==> src/rtl/pipo_pkg.sv <==
// pipo_pkg: shared word-width, bit-order constants and counter sizing for the serial/parallel stages
package pipo_pkg;
  localparam int DEFAULT_W = 4;
  localparam bit MSB_FIRST = 1'b1;
  localparam bit LSB_FIRST = 1'b0;
  function automatic int cnt_w(input int w);
    return $clog2(w + 1);
  endfunction
endpackage

==> src/rtl/sipo_deser_if.sv <==
// sipo_deser_if: serial input and parallel output handshake bundle of the deserializer
// slave side (deserializer): si/si_valid in, si_ready out; po/po_valid out, po_ready in.
// master side (source/sink): the mirror image.
interface sipo_deser_if #(parameter int W = pipo_pkg::DEFAULT_W) ();
  logic si, si_valid, si_ready;
  logic [W-1:0] po;
  logic po_valid, po_ready;
  modport master (output si, si_valid, po_ready, input si_ready, po, po_valid);
  modport slave (input si, si_valid, po_ready, output si_ready, po, po_valid);
endinterface

==> src/rtl/sipo_shift_core.sv <==
// sipo_shift_core: shifter, bit counter and bit-order mux of the deserializer
// clk/rst(async, active low)/clr; shift_i accepts si_i; take_i means the finished word leaves;
// done_o pulses on the accepted last bit; full_o flags a held word; word_o is the word being offered.
module sipo_shift_core #(
  parameter int W = pipo_pkg::DEFAULT_W,
  parameter bit MSB_FIRST = pipo_pkg::MSB_FIRST
) (
  input  logic         clk,
  input  logic         rst,
  input  logic         clr,
  input  logic         shift_i,
  input  logic         si_i,
  input  logic         take_i,
  output logic         done_o,
  output logic         full_o,
  output logic [W-1:0] word_o
);
  import pipo_pkg::*;
  localparam int CW = cnt_w(W);
  localparam logic [CW-1:0] LAST = CW'(W - 1);
  localparam logic [CW-1:0] HELD = CW'(W);
  logic [CW-1:0] cnt_q, cnt_d;
  logic [W-1:0] sh_q, sh_d;
  assign full_o = cnt_q == HELD;
  assign done_o = shift_i && cnt_q == LAST;
  // offers the completing word on the W-th bit, otherwise the held shifter contents
  assign word_o = sh_d;
  always_comb begin
    sh_d = clr ? '0 : shift_i ? (MSB_FIRST ? {sh_q[W-2:0], si_i} : {si_i, sh_q[W-1:1]}) : sh_q;
    cnt_d = clr || take_i ? '0 : done_o ? HELD : shift_i ? cnt_q + CW'(1) : cnt_q;
  end
  always_ff @(posedge clk or negedge rst)
    if (!rst) begin
      cnt_q <= '0;
      sh_q <= '0;
    end else begin
      cnt_q <= cnt_d;
      sh_q <= sh_d;
    end
endmodule

==> src/rtl/sipo_deser.sv <==
// sipo_deser: serial-in/parallel-out deserializer with a registered, stall-absorbing word output
// clk; rst async active low; clr sync clear of partial/held/pending words;
// bus (slave): si/si_valid/si_ready serial side, po/po_valid/po_ready parallel side.
module sipo_deser #(
  parameter int W = pipo_pkg::DEFAULT_W,
  parameter bit MSB_FIRST = pipo_pkg::MSB_FIRST
) (
  input logic       clk,
  input logic       rst,
  input logic       clr,
  sipo_deser_if.slave bus
);
  import pipo_pkg::*;
  logic shift, done, full, take;
  logic [W-1:0] word, po_q, po_d;
  logic po_valid_q, po_valid_d;
  assign bus.si_ready = !full;
  assign shift = bus.si_valid && !full && !clr;
  // output register is free when empty or being consumed on this same edge
  assign take = !clr && (done || full) && (!po_valid_q || bus.po_ready);
  assign bus.po = po_q;
  assign bus.po_valid = po_valid_q;
  always_comb begin
    po_d = take ? word : po_q;
    po_valid_d = clr ? 1'b0 : take ? 1'b1 : po_valid_q && !bus.po_ready;
  end
  always_ff @(posedge clk or negedge rst)
    if (!rst) begin
      po_q <= '0;
      po_valid_q <= 1'b0;
    end else begin
      po_q <= po_d;
      po_valid_q <= po_valid_d;
    end
  sipo_shift_core #(.W(W), .MSB_FIRST(MSB_FIRST)) u_core (
    .clk(clk),
    .rst(rst),
    .clr(clr),
    .shift_i(shift),
    .si_i(bus.si),
    .take_i(take),
    .done_o(done),
    .full_o(full),
    .word_o(word)
  );
endmodule

==> src/flat_wrapper.sv <==
// flat-port wrapper written by rule: the top's interface ports become plain ports
module sipo_deser_flat import pipo_pkg::*;
#(
  parameter int W = pipo_pkg::DEFAULT_W,
  parameter bit MSB_FIRST = pipo_pkg::MSB_FIRST
)
  (clk, rst, clr, bus_si, bus_si_valid, bus_po_ready, bus_si_ready, bus_po, bus_po_valid);
  sipo_deser_if #(.W(W)) bus_i ();
  input logic clk;
  input logic rst;
  input logic clr;
  input wire logic [$bits(bus_i.si)-1:0] bus_si;
  input wire logic [$bits(bus_i.si_valid)-1:0] bus_si_valid;
  input wire logic [$bits(bus_i.po_ready)-1:0] bus_po_ready;
  output wire logic [$bits(bus_i.si_ready)-1:0] bus_si_ready;
  output wire logic [$bits(bus_i.po)-1:0] bus_po;
  output wire logic [$bits(bus_i.po_valid)-1:0] bus_po_valid;
  assign bus_i.si = bus_si;
  assign bus_i.si_valid = bus_si_valid;
  assign bus_i.po_ready = bus_po_ready;
  assign bus_si_ready = bus_i.si_ready;
  assign bus_po = bus_i.po;
  assign bus_po_valid = bus_i.po_valid;
  sipo_deser #(.W(W), .MSB_FIRST(MSB_FIRST)) u_core (.clk(clk), .rst(rst), .clr(clr), .bus(bus_i));
endmodule
==> config.mk <==
export PLATFORM = sky130hd
export DESIGN_NAME = sipo_deser_flat
export DESIGN_NICKNAME = d
export VERILOG_FILES = /design/src/rtl/pipo_pkg.sv /design/src/rtl/sipo_deser_if.sv /design/src/rtl/sipo_shift_core.sv /design/src/rtl/sipo_deser.sv /design/src/flat_wrapper.sv
export SDC_FILE = /design/constraint.sdc
export NUM_CORES = 1
export LEC_CHECK = 0
export ABC_CLOCK_PERIOD_IN_PS = 2400
export CAP_MARGIN = 20
export CELL_PAD_IN_SITES_DETAIL_PLACEMENT = 1
export CELL_PAD_IN_SITES_GLOBAL_PLACEMENT = 1
export CORE_MARGIN = 2
export CORE_UTILIZATION = 40
export DETAILED_ROUTE_END_ITERATION = 6
export PLACE_DENSITY_LB_ADDON = 0.1
export SYNTH_ARGS = -nofsm -noshare
export SYNTH_HDL_FRONTEND = slang
export SYNTH_SLANG_ARGS = --single-unit
export TNS_END_PERCENT = 1
==> constraint.sdc <==
create_clock -name clk -period 2.4 [get_ports clk]
set_input_delay 0.6 -clock clk [delete_from_list [all_inputs] [get_ports clk]]
set_output_delay 0.6 -clock clk [all_outputs]
set_load 0.05 [all_outputs]
==> results of run 1 <==
## registers in the layout (all words and copies together) (netlist names)
register	cells
u_core.bus.po_valid	1
u_core.u_core.cnt_q	3
u_core.u_core.sh_q	4
u_core.bus.po	4
## power groups by stage
stage | Combinational [mW] | Sequential, mW | Clock [mW]
2_1_floorplan | 0.0352 | 0.285 | 0
3_5_place_dp | 0.138 | 0.235 | 0
6_report | 0.136 | 0.231 | 0.164
3_3_place_gp | 0.136 | 0.234 | 0
5_1_grt | 0.145 | 0.233 | 0.173
4_1_cts | 0.138 | 0.231 | 0.168
## stage by stage
step           worst slack [ps]  hold WS (ps)  area [um^2]  power [mW]  std cells
6_report                    293           525          783       0.531         87
5_1_grt                     244           558          783       0.551         87
3_5_place_dp                357           516          747       0.372         83
4_1_cts                     278           528          783       0.537         87
3_3_place_gp                387           511          747       0.370         83
2_1_floorplan               806           304          617       0.320         56
## final cells by class
cell class	instances	area, um^2
inverter	9	33.8
timing repair buffer	12	115
tap	16	20.0
sequential	12	300
multi-input combinational	34	278
fill	158	688
clock buffer	4	36.3
## cell usage in the layout (no fill, tap or decap), types with 2 or more instances in the layout
cell | netlist | layout
sky130_fd_sc_hd__inv_1 | 9 | 9
sky130_fd_sc_hd__dfrtp_1 | 12 | 12
sky130_fd_sc_hd__nand2b_1 | 2 | 2
sky130_fd_sc_hd__mux2i_1 | 8 | 8
sky130_fd_sc_hd__o21ai_0 | 2 | 2
sky130_fd_sc_hd__a221oi_1 | 2 | 2
sky130_fd_sc_hd__ha_1 | 3 | 3
sky130_fd_sc_hd__clkdlybuf4s50_1 | 0 | 10
sky130_fd_sc_hd__nand2_1 | 2 | 2
sky130_fd_sc_hd__buf_4 | 0 | 2
sky130_fd_sc_hd__nor2_1 | 4 | 4
sky130_fd_sc_hd__a21o_1 | 2 | 2
sky130_fd_sc_hd__clkbuf_4 | 0 | 3
## worst paths after layout
kind	slack, ps	to	start	depth (start not counted)
min reg2reg	530	u_core.bus.po[0]	u_core.bus.po[0]	2
max in group asynchronous	1380	u_core.u_core.sh_q[0]	rst	1
max	290	bus_po_valid	u_core.bus.po_valid	1
min	530	u_core.bus.po[0]	u_core.bus.po[0]	2
min in group asynchronous	660	u_core.u_core.sh_q[1]	rst	1
max reg2reg	790	u_core.bus.po[2]	u_core.u_core.cnt_q[0]	5
## cell families (layout without fill, tap and decap cells)
family                   count (synthesis)  after routing  share of synthesized area [%]
flip-flops                              12             12                           48.7
AND/OR/NAND/NOR                         12             12                           9.53
AO/OA/AOI/OAI                           11             11                           16.4
buffers and inverters                   10             25                           6.29
multiplexers                             8              8                           13.0
adder cells (fa/ha/maj)                  3              3                           6.09
## routing by layer
layer  part of all wire (%)  global-route usage [%]  routed length, um  vias up
li1                       -                       -                  -      222
met1                     46                    20.3                557      226
met2                     48                    25.1                578        7
met3                    3.5                    2.55                 42        3
met4                    2.4                    7.27                 29        0
met5                      0                       0                  0        -
==> results list, run 1 <==
* Post-DRT Antenna Nets: 0
- The routed design could run at a clock period as short as 2110 ps.
- Sw Pwr: roughly 0.17 mW
* Clock latency on the worst-skew pair: 280 ps
- Synthesis handed over a netlist of between 50 and 60 instances.
* Post-synth ARST share: 100%
* Flop pwr share: between 40% and 50%
* Status: complete, no violations
- The total overflow left after global routing is 0.
- Traced cell by cell, the critical path runs through clkdlybuf4s50_1.
- Hold Violations, Final: 0
- The first global-routing pass estimated roughly 2200 um of wire.
- Across the run, the number of max-cap violations was 0.
* Die H: around 43 um
* Post-detailed-route wirelength per cell: between 10 and 15 um
* Critical Setup Path Class: reg -> out
- Among all stages on the critical path, the largest delay is contributed by sky130_fd_sc_hd__clkdlybuf4s50_1.
- Post-detail-place hpwl: 966 um
* Post-CTS sizing: 0
- Setup violations remaining at the end of the flow were counted as 0.
* Class of the worst hold path: reg -> reg
- Data required time at the worst endpoint: between 1500 and 2000 ps
* Std-Cell Rows: 14
- STA classifies the critical path endpoint as an output pin.
* Timing-limited maximum frequency: around 470 MHz
* Category of cells accounting for the largest share of critical-path delay: buffers and inverters
- Area share of the largest cell type after synthesis: 48.7%
- Top_reg_cell synth: sky130_fd_sc_hd__dfrtp_1
- Clock-pin slew reported for the worst setup and hold paths after clock tree synthesis: 80 ps
* Net Count, Synth: 65
- During synthesis, Yosys emitted a total of 0 warnings.
- Top-Level Pins: 12
* Number of antenna violations at the first check in global routing: 0
* Maximum VDD drop: around 0.00042 V
- Library cell with the largest summed area after synthesis: sky130_fd_sc_hd__dfrtp_1
* Leakage power of the design: about 0.34 nW
* Arr. time, crit path: between 1500 and 2000 ps
- Summing every instance area after synthesis gives 617 um^2.
* Clock Sink Count: 12
* Clock network fraction of total power: a little over 30%
* Root Buffer: sky130_fd_sc_hd__clkbuf_4
* Fraction of power spent switching nets: about a third
- Final count of pins violating max slew: 0
* Number of synthesized register bits: 12
* Effective utilization at floorplan: a little over two fifths
- Synth top area cells: sky130_fd_sc_hd__dfrtp_1, sky130_fd_sc_hd__mux2i_1, sky130_fd_sc_hd__ha_1
- DIE WIDTH: 43.3 um
- Dividing the detail-routed via count by the number of cells gives ~5.3.
- Number of antenna cells inserted: 0
- Worst Max-Slew Pin Slew: around 540 ps
- Worst-path fanout max: 3
- After layout, the worst path uses around 88% of the clock period.
- The final layout contains routed wiring with a total length of roughly 1200 um.
* Post-CTS Setup Inserts: 0
- Port-buffer cells: 11
* Maximum number of pins on one net before global-route repair: 13
* Fraction of layout cells with a size suffix above 1: around an eighth
- After detailed routing, the number of remaining DRC violations is 0.
- STA classifies the critical path startpoint as a flop.
- Relative to the synthesized area, the layout overhead comes to 27.0%.
- Once layout is complete, the utilization of the core stands at between 50 and 60%.
- Power Dens Cells: between 600 and 700 mW/mm^2
- Number of global-route vias before repair: around 500
* Clock tree from TritonCTS: yes
* Length of the first detailed-routing pass in iterations: 3
- GP Congestion: roughly 0.75
* H-tree depth: 1
- Buffers inserted to repair hold after CTS numbered 0.
* DRC violation total after the first TritonRoute iteration: 5
- Cell internal power was estimated by the tool at around 0.36 mW.
* Share of the yosys chip area belonging to registers: 48.7%
* Synthesized area per cell: approximately 11 um^2
* Distinct cells, synth: 20
* Most common cell in the netlist: sky130_fd_sc_hd__dfrtp_1
- Number of flops mapped to enable cells by yosys: 0
- Remaining max-slew budget at the tightest pin: 64.1%
* Crit-path max cell delay: approximately 800 ps
- In this run, the combinational gates consume around 26% of the power.
* Buffers plus inverters on the worst setup path: 1
* Clock buffer count from CTS: 3
- Post-route setup TNS: 0 ps
- Number of vias after detailed routing: about 460
* GRT Resource Usage Total: 15.6%
- The die covers around 0.0019 mm^2.
- Top post-synthesis cells by count: sky130_fd_sc_hd__dfrtp_1, sky130_fd_sc_hd__inv_1, sky130_fd_sc_hd__mux2i_1
* Area of the core region: 0.00147 mm^2
- Number of buffers on the longest clock path: 2
- RSZ-0062 raised after global routing: false
- Skew final: between 4 and 5 ps
- In the final design database the tool counted 81 nets.
(Power assumes the default switching activity.)
==> run 2, diff against run 1 <==
- SETUP_SLACK_MARGIN: unset -> 0.2
==> results of run 2 <==
Same layout as run 1: the final DEF is identical, and so are final timing and power.
